File: src/rtl/sip_pkg.sv
// Shared definitions for the SipHash round engine: word width, FSM states,
// rotation amounts, the packed four-word state and a rotate-left helper.
package sip_pkg;

    localparam int WORD_W = 64;

    // Rotation amounts used by one SipRound, in order of appearance.
    localparam int ROT_13 = 13;
    localparam int ROT_16 = 16;
    localparam int ROT_21 = 21;
    localparam int ROT_17 = 17;
    localparam int ROT_32 = 32;

    typedef enum logic [1:0] {
        IDLE = 2'd0,
        RUN  = 2'd1,
        DONE = 2'd2
    } state_t;

    typedef struct packed {
        logic [WORD_W-1:0] v0;
        logic [WORD_W-1:0] v1;
        logic [WORD_W-1:0] v2;
        logic [WORD_W-1:0] v3;
    } sip_state_t;

    function automatic logic [WORD_W-1:0] rotl(input logic [WORD_W-1:0] x, input int r);
        return (x << r) | (x >> (WORD_W - r));
    endfunction

endpackage

File: src/rtl/sip_round.sv
// One combinational SipRound: four ARX half-steps over v0..v3.
module sip_round
    import sip_pkg::*;
(
    input  sip_state_t cur,
    output sip_state_t nxt
);

    logic [WORD_W-1:0] a0, b1, c0, a2, b3, d0, e3, f2, g1, h2;

    // Step 1: v0+=v1; v1=rotl(v1,13)^v0; v0=rotl(v0,32)
    assign a0 = cur.v0 + cur.v1;
    assign b1 = rotl(cur.v1, ROT_13) ^ a0;
    assign c0 = rotl(a0, ROT_32);
    // Step 2: v2+=v3; v3=rotl(v3,16)^v2
    assign a2 = cur.v2 + cur.v3;
    assign b3 = rotl(cur.v3, ROT_16) ^ a2;
    // Step 3: v0+=v3; v3=rotl(v3,21)^v0
    assign d0 = c0 + b3;
    assign e3 = rotl(b3, ROT_21) ^ d0;
    // Step 4: v2+=v1; v1=rotl(v1,17)^v2; v2=rotl(v2,32)
    assign f2 = a2 + b1;
    assign g1 = rotl(b1, ROT_17) ^ f2;
    assign h2 = rotl(f2, ROT_32);

    assign nxt = '{v0: d0, v1: g1, v2: h2, v3: e3};

endmodule

File: src/rtl/sip_round_engine.sv
// Iterative SipRound engine: applies a runtime number of SipRounds to a
// 256-bit state, UNROLL rounds per cycle, with valid/ready on both sides.
// Optional feature: define SIP_ROUND_ENGINE_ABORT_EN to add the abort input,
// which cancels an in-flight request or held result.
module sip_round_engine
    import sip_pkg::*;
#(
    parameter int UNROLL = 1,
    parameter int CNT_W  = 4
) (
    input  logic              clk,
    input  logic              rst,
    input  logic              in_valid,
    output logic              in_ready,
    input  logic [CNT_W-1:0]  in_rounds,
    input  logic [WORD_W-1:0] iv0,
    input  logic [WORD_W-1:0] iv1,
    input  logic [WORD_W-1:0] iv2,
    input  logic [WORD_W-1:0] iv3,
    output logic              out_valid,
    input  logic              out_ready,
    output logic [WORD_W-1:0] ov0,
    output logic [WORD_W-1:0] ov1,
    output logic [WORD_W-1:0] ov2,
    output logic [WORD_W-1:0] ov3,
    output logic              busy
`ifdef SIP_ROUND_ENGINE_ABORT_EN
    ,
    input  logic              abort
`endif
);

    localparam logic [CNT_W-1:0] UNR = CNT_W'(UNROLL);

    state_t           state, state_n;
    sip_state_t       st, st_n, round_out;
    logic [CNT_W-1:0] remaining, remaining_n, n;
    logic             accept, abort_i;
    sip_state_t       stage_out [UNROLL];

`ifdef SIP_ROUND_ENGINE_ABORT_EN
    assign abort_i = abort;
`else
    assign abort_i = 1'b0;
`endif

    // Chain of UNROLL round stages fed from the state registers.
    for (genvar g = 0; g < UNROLL; g++) begin : g_stage
        sip_state_t s_in, s_out;
        if (g == 0) begin : g_first
            assign s_in = st;
        end else begin : g_next
            assign s_in = g_stage[g-1].s_out;
        end
        sip_round u_round (.cur(s_in), .nxt(s_out));
        assign stage_out[g] = s_out;
    end

    assign n = (remaining > UNR) ? UNR : remaining;

    // Pick the output of stage n so a short final batch stops early.
    always_comb begin
        round_out = st;
        for (int i = 0; i < UNROLL; i++) begin
            if (n == CNT_W'(i + 1)) round_out = stage_out[i];
        end
    end

    assign in_ready  = ((state == IDLE) | ((state == DONE) & out_ready)) & ~abort_i;
    assign accept    = in_valid & in_ready;
    assign out_valid = (state == DONE);
    assign busy      = (state == RUN);
    assign {ov0, ov1, ov2, ov3} = st;

    // Next-state logic: load on accept, advance in RUN, release in DONE.
    always_comb begin
        // NOTE: every output of this block gets a default first so no path
        // leaves it unassigned, which would otherwise infer a latch.
        state_n     = state;
        st_n        = st;
        remaining_n = remaining;
        if (abort_i && state != IDLE) begin
            state_n = IDLE;
        end else if (accept) begin
            st_n        = '{v0: iv0, v1: iv1, v2: iv2, v3: iv3};
            remaining_n = in_rounds;
            state_n     = (in_rounds == '0) ? DONE : RUN;
        end else begin
            unique case (state)
                RUN: begin
                    st_n        = round_out;
                    remaining_n = remaining - n;
                    if (remaining_n == '0) state_n = DONE;
                end
                DONE: begin
                    if (out_ready) state_n = IDLE;
                end
                default: ;
            endcase
        end
    end

    // State, round counter and state-word registers.
    always_ff @(posedge clk or posedge rst) begin
        if (rst) begin
            state     <= IDLE;
            st        <= '0;
            remaining <= '0;
        end else begin
            // NOTE: non-blocking assignments so every register updates from
            // pre-edge values regardless of statement order.
            state     <= state_n;
            st        <= st_n;
            remaining <= remaining_n;
        end
    end

endmodule

File: config.mk
export PLATFORM = sky130hd
export DESIGN_NAME = sip_round_engine
export DESIGN_NICKNAME = d
export VERILOG_FILES = /design/src/rtl/sip_pkg.sv /design/src/rtl/sip_round.sv /design/src/rtl/sip_round_engine.sv
export SDC_FILE = /design/constraint.sdc
export NUM_CORES = 2
export LEC_CHECK = 0
export CELL_PAD_IN_SITES_DETAIL_PLACEMENT = 1
export CELL_PAD_IN_SITES_GLOBAL_PLACEMENT = 1
export CORE_MARGIN = 3
export CORE_UTILIZATION = 30
export DETAILED_ROUTE_END_ITERATION = 10
export PLACE_DENSITY = 0.7
export SLEW_MARGIN = 20
export SYNTH_ARGS = -nofsm -noshare
export SYNTH_HDL_FRONTEND = slang
export SYNTH_SLANG_ARGS = --single-unit
File: constraint.sdc
create_clock -name clk -period 19.2 [get_ports clk]
set_input_delay 3.84 -clock clk [delete_from_list [all_inputs] [get_ports clk]]
set_output_delay 3.84 -clock clk [all_outputs]
set_load 0.01 [all_outputs]
======== Word-level counts from Yosys, hierarchy flattened ========
Index checks and enable logic that the tools add are counted.
storage, ports and cells
  output and inout bits ................... 259
  input port bits ......................... 264
  logic and storage cells ................. 49
  bits in registers ....................... 262
cells by class
  eq/ne operators ......................... 5
  $add $sub $neg .......................... 5
  reductions and logical operators ........ 8
  multiplexer cells ....................... 11
  bitwise operators ....................... 13
  magnitude comparators ................... 1
operators by type and width
  operator                                                        number
  2-to-1 mux 256 bit                                              3
  adder 64 bit                                                    4
  bitwise XOR 64 bit                                              4
  OR 64 x 32 -> 64 bit                                            2
  OR 64 x 13 -> 64 bit                                            1
  OR 64 x 16 -> 64 bit                                            1
  OR 64 x 17 -> 64 bit                                            1
  OR 64 x 21 -> 64 bit                                            1
  2-to-1 mux 4 bit                                                3
  zero test 4 bit                                                 2
  2-to-1 mux 2 bit                                                4
  != test 3 x 1 -> 1 bit (second input constant)                  2
  equality test 4 x 1 -> 1 bit (second input constant)            1
  greater-than comparator 4 x 1 -> 1 bit (second input constant)  1
  case mux 2 bit (2 select lines)                                 1
  nonzero test 2 bit                                              2
  subtractor 4 bit                                                1
  AND reduction 3 bit                                             1
  nonzero test 3 bit                                              1
  bitwise AND 1 bit                                               2
  equality test 2 x 1 -> 1 bit (second input constant)            1
  equality test 2 bit (second input constant)                     1
  zero test 2 bit                                                 1
  AND reduction 2 bit                                             1
  OR 1 bit                                                        1

======== Logic depth before layout (Yosys ltp) ========
  word-level depth ........................ 7
  mapped depth ............................ 27
  depth with buffers taken out ............ 26

======== Modules after synthesis ========
From an unflattened synthesis, not the netlist that was laid out.
second synthesis, totals
  cells, all modules ...................... 3625
  area total of the unflattened synthesis .. 29472.0 um^2
modules (own cells, without submodules)
  module            area an instance (um^2)  cells an instance  times used  seq. area each (um^2)
  sip_round         17267.8                  2463               1           0.0
  sip_round_engine  12204.2                  1162               1           6556.3

======== Worst setup path after synthesis ========
No wires, ideal clock.
  kind .................................... input port to output port
  start ................................... in out_ready
  end ..................................... out in_ready
  path slack .............................. 11.320 ns
  cell stages on the path ................. 1
  path buffers ............................ 0
  data arrival time ....................... 4.040 ns
  cell sequence ........................... a21o_1
between the ends
  cells in the longest elaborated chain, start to end .. 2
ends and longest elaborated chain
  item                line                    text
  start: declaration  sip_round_engine.sv:21  input logic out_ready,
  bitwise AND 1 bit   sip_round_engine.sv:69  assign in_ready = ((state == IDLE) | ((state == DONE) & out_ready)) & ~abort_i;
  OR 1 bit            sip_round_engine.sv:69
  end: declaration    sip_round_engine.sv:14  output logic in_ready,
No other way between the ends.

======== Final worst setup path ========
Ends and elaborated chain as after synthesis.

==> impl_metrics.yaml <==
setup_path:
  critPathSlowestCell: "clkdlybuf4s50_1"
  path_cells: "clkdlybuf4s50_1, a21o_1, clkdlybuf4s50_1"
  crit_buf_inv: 2
  critPathTopFamily: "buffers and inverters"
  critPathLaunchType: "primary input"
  crit_arrival_ns: 5.07
  crit_top_cell: "clkdlybuf4s50_1"
  critPathKind: "in -> out"
  cpPeakStageDelay_ns: 0.56
  cp-end-kind: "primary output"
  crit_required_ns: 15.36
  path_max_fanout: 3
sta:
  rsz0062_at_grt: "false"
  max_slew_margin_pct: 12.3
  fin_crit_ns: 8.91
  finalHoldViolCount: 0
  setup_tns_ns: 0
  slew_violations: 0
  worst_slew_pin_slew_ns: 1.31
  setup_slack_ns: 10.29
  setup_viol: 0
  fin_crit_sh_pct: 46.4
  max_freq_ghz: 0.112
  skew_ns: 0.0204
floorplanning:
  ios: 523
  dieArea_sq_mm: 0.103
  start_util_pct: 30.4
  rows: 114
  fp.coreArea_sq_mm: 0.0973
  fp.dieH_um: 320
  die_w_um: 320
routing:
  routed-wl-met3_um: 20400
  ant_nets: 0
  detail_route.iter0.violations: 4124
  vias: 34246
  wl_met1_um: 84900
  wl_per_cell_um: 36.2
  routed_wl_um: 203000
  drc: 0
  vias_per_cell: 6.12
  dr.pass1.iters: 5
  top_layer_used: "met5"
  dr_wl_met2_um: 84600
min_path:
  hp-class: "reg -> reg"
cells_and_area:
  synthToLayoutAreaGrowth_pct: 26.1
  drive_gt1_share_pct: 3.71
  most-common-layout-cells: "522 x clkdlybuf4s50_1, 520 x a21oi_1, 468 x nand2_1, 373 x nor2_1, 271 x o21ai_0"
  fin_util_pct: 38.4
  final_nets: 4811
  layout_commonest_cell: "clkdlybuf4s50_1"
clocking:
  cts_made_buffers: 38
  clockBufferDepth: 3
  holdBufCountCts: 0
  cts_resized: 0
  path_clk_slew_ns: 0.05
  cts_num_sinks: 262
  clk_latency_ns: 0.60
  cts_tree: "built"
  cts-root-buf: "clkbuf_16"
  cts_max_level: 2
  post-cts-setup-buffers: 0
synthesis:
  yosysTopAreaCellShare_pct: 22.1
  yosysTopAreaCell: "dfrtp_1"
  ys.flop_type: "dfrtp_1"
  synth_cell_type_count: 98
  yosysSeqAreaShare_pct: 22.1
  syn-cell-area_sq_mm: 0.0296
  synth_edf_count: 0
  synth-seq-cells: 262
  synthArstFlopShare_pct: 100
  synth.area.top_cells: "dfrtp_1 22%, ha_1 11%, a21oi_1 8.8%"
  netlist_instances: 3888
  yosysWarnings: 0
  syn-num-nets: 4413
  avgSynthCellArea_sq_um: 7.62
grt:
  grt_usage_pct: 38.0
  grt_overflow_total: 0
  antenna_found_initial: 28
  grt_pass1_wl_um: 273000
  grt_max_degree: 200
  grt_pass1_vias: 33083
outcome:
  status: "finished clean"
placement:
  place_hpwl_um: 172000
  gp_congestion: 1.06
  port_buffers: 522
  preCtsSetupSlack_ns: 10.29
run:
  cap_violations: 0
[through the flow]
step | area, sq um | hold WS (ns) | cells
after CTS | 37200 | 0.569 | 5587
after global placement | 36000 | 0.545 | 5521
after floorplan | 29600 | 0.519 | 3888
after global routing | 37300 | 0.614 | 5588
after detailed placement | 36000 | 0.557 | 5521
final | 37300 | 0.561 | 5599
[tightest hold or removal path, stage by stage (launching register included)]
cell and delay, ns:
dfrtp_1 0.36, nor2_1 0.06, a21oi_1 0.10
[per-layer routing]
metal | up-vias | global-route usage (%)
met1 | 17169 | 51.3
met4 | 20 | 20.2
met2 | 1947 | 55.9
met3 | 381 | 9.28
met5 | - | 0
li1 | 14729 | -
[Yosys cell counts (all sizes together) (21+ instances only)]
master,n
nand3,68
buf,29
o21ai,289
ha,257
clkbuf,172
nor2,374
and2,22
nor3,34
nor2b,30
xnor2,235
nand4,52
xor2,223
o211ai,32
dfrtp,262
inv,95
a211oi,38
a31oi,91
a21oi,521
o21bai,61
nand2b,21
a21o,163
nand2,471
o21a,50
and3,42
[registers in the layout, summed over array words and instances (netlist names)]
signal,flops
ov3,64
remaining,4
ov1,64
state,2
ov2,64
ov0,64
[worst paths after layout]
kind                            endpoint       from  depth (start not counted)  slack, ns
worst min register to register  state[1]   state[1]                          2       0.56
max in group asynchronous        ov3[48]        rst                          3      13.89
worst max-delay path            in_ready  out_ready                          3      10.29
worst max register to register   ov0[60]     ov3[0]                         24      10.93
min in group asynchronous        ov0[35]        rst                          2       3.68
worst min-delay path            state[1]   state[1]                          2       0.56
[cell families after synthesis]
| family | share of synthesized area [%] |
|---|---|
| flops | 22.1 |
| simple gates | 17.7 |
| xor+xnor | 15.8 |
| mux | 0.655 |
| fa+ha+maj | 11.1 |
| compound gates | 28.6 |
| buf+inv | 4.01 |
[layout make-up]
| class | instances | area, sq um |
|---|---|---|
| sequential | 262 | 6560 |
| timing repair buffer | 560 | 5560 |
| clock buffer | 51 | 1110 |
| clock inverter | 15 | 160 |
| multi-input combinational | 3329 | 22000 |
| tap | 1276 | 1600 |
| fill | 11817 | 59900 |
| antenna | 11 | 27.5 |
| inverter | 95 | 364 |
Power is not shown: default switching activity piles up to over one toggle a cycle in this logic, so the estimate is an artifact.
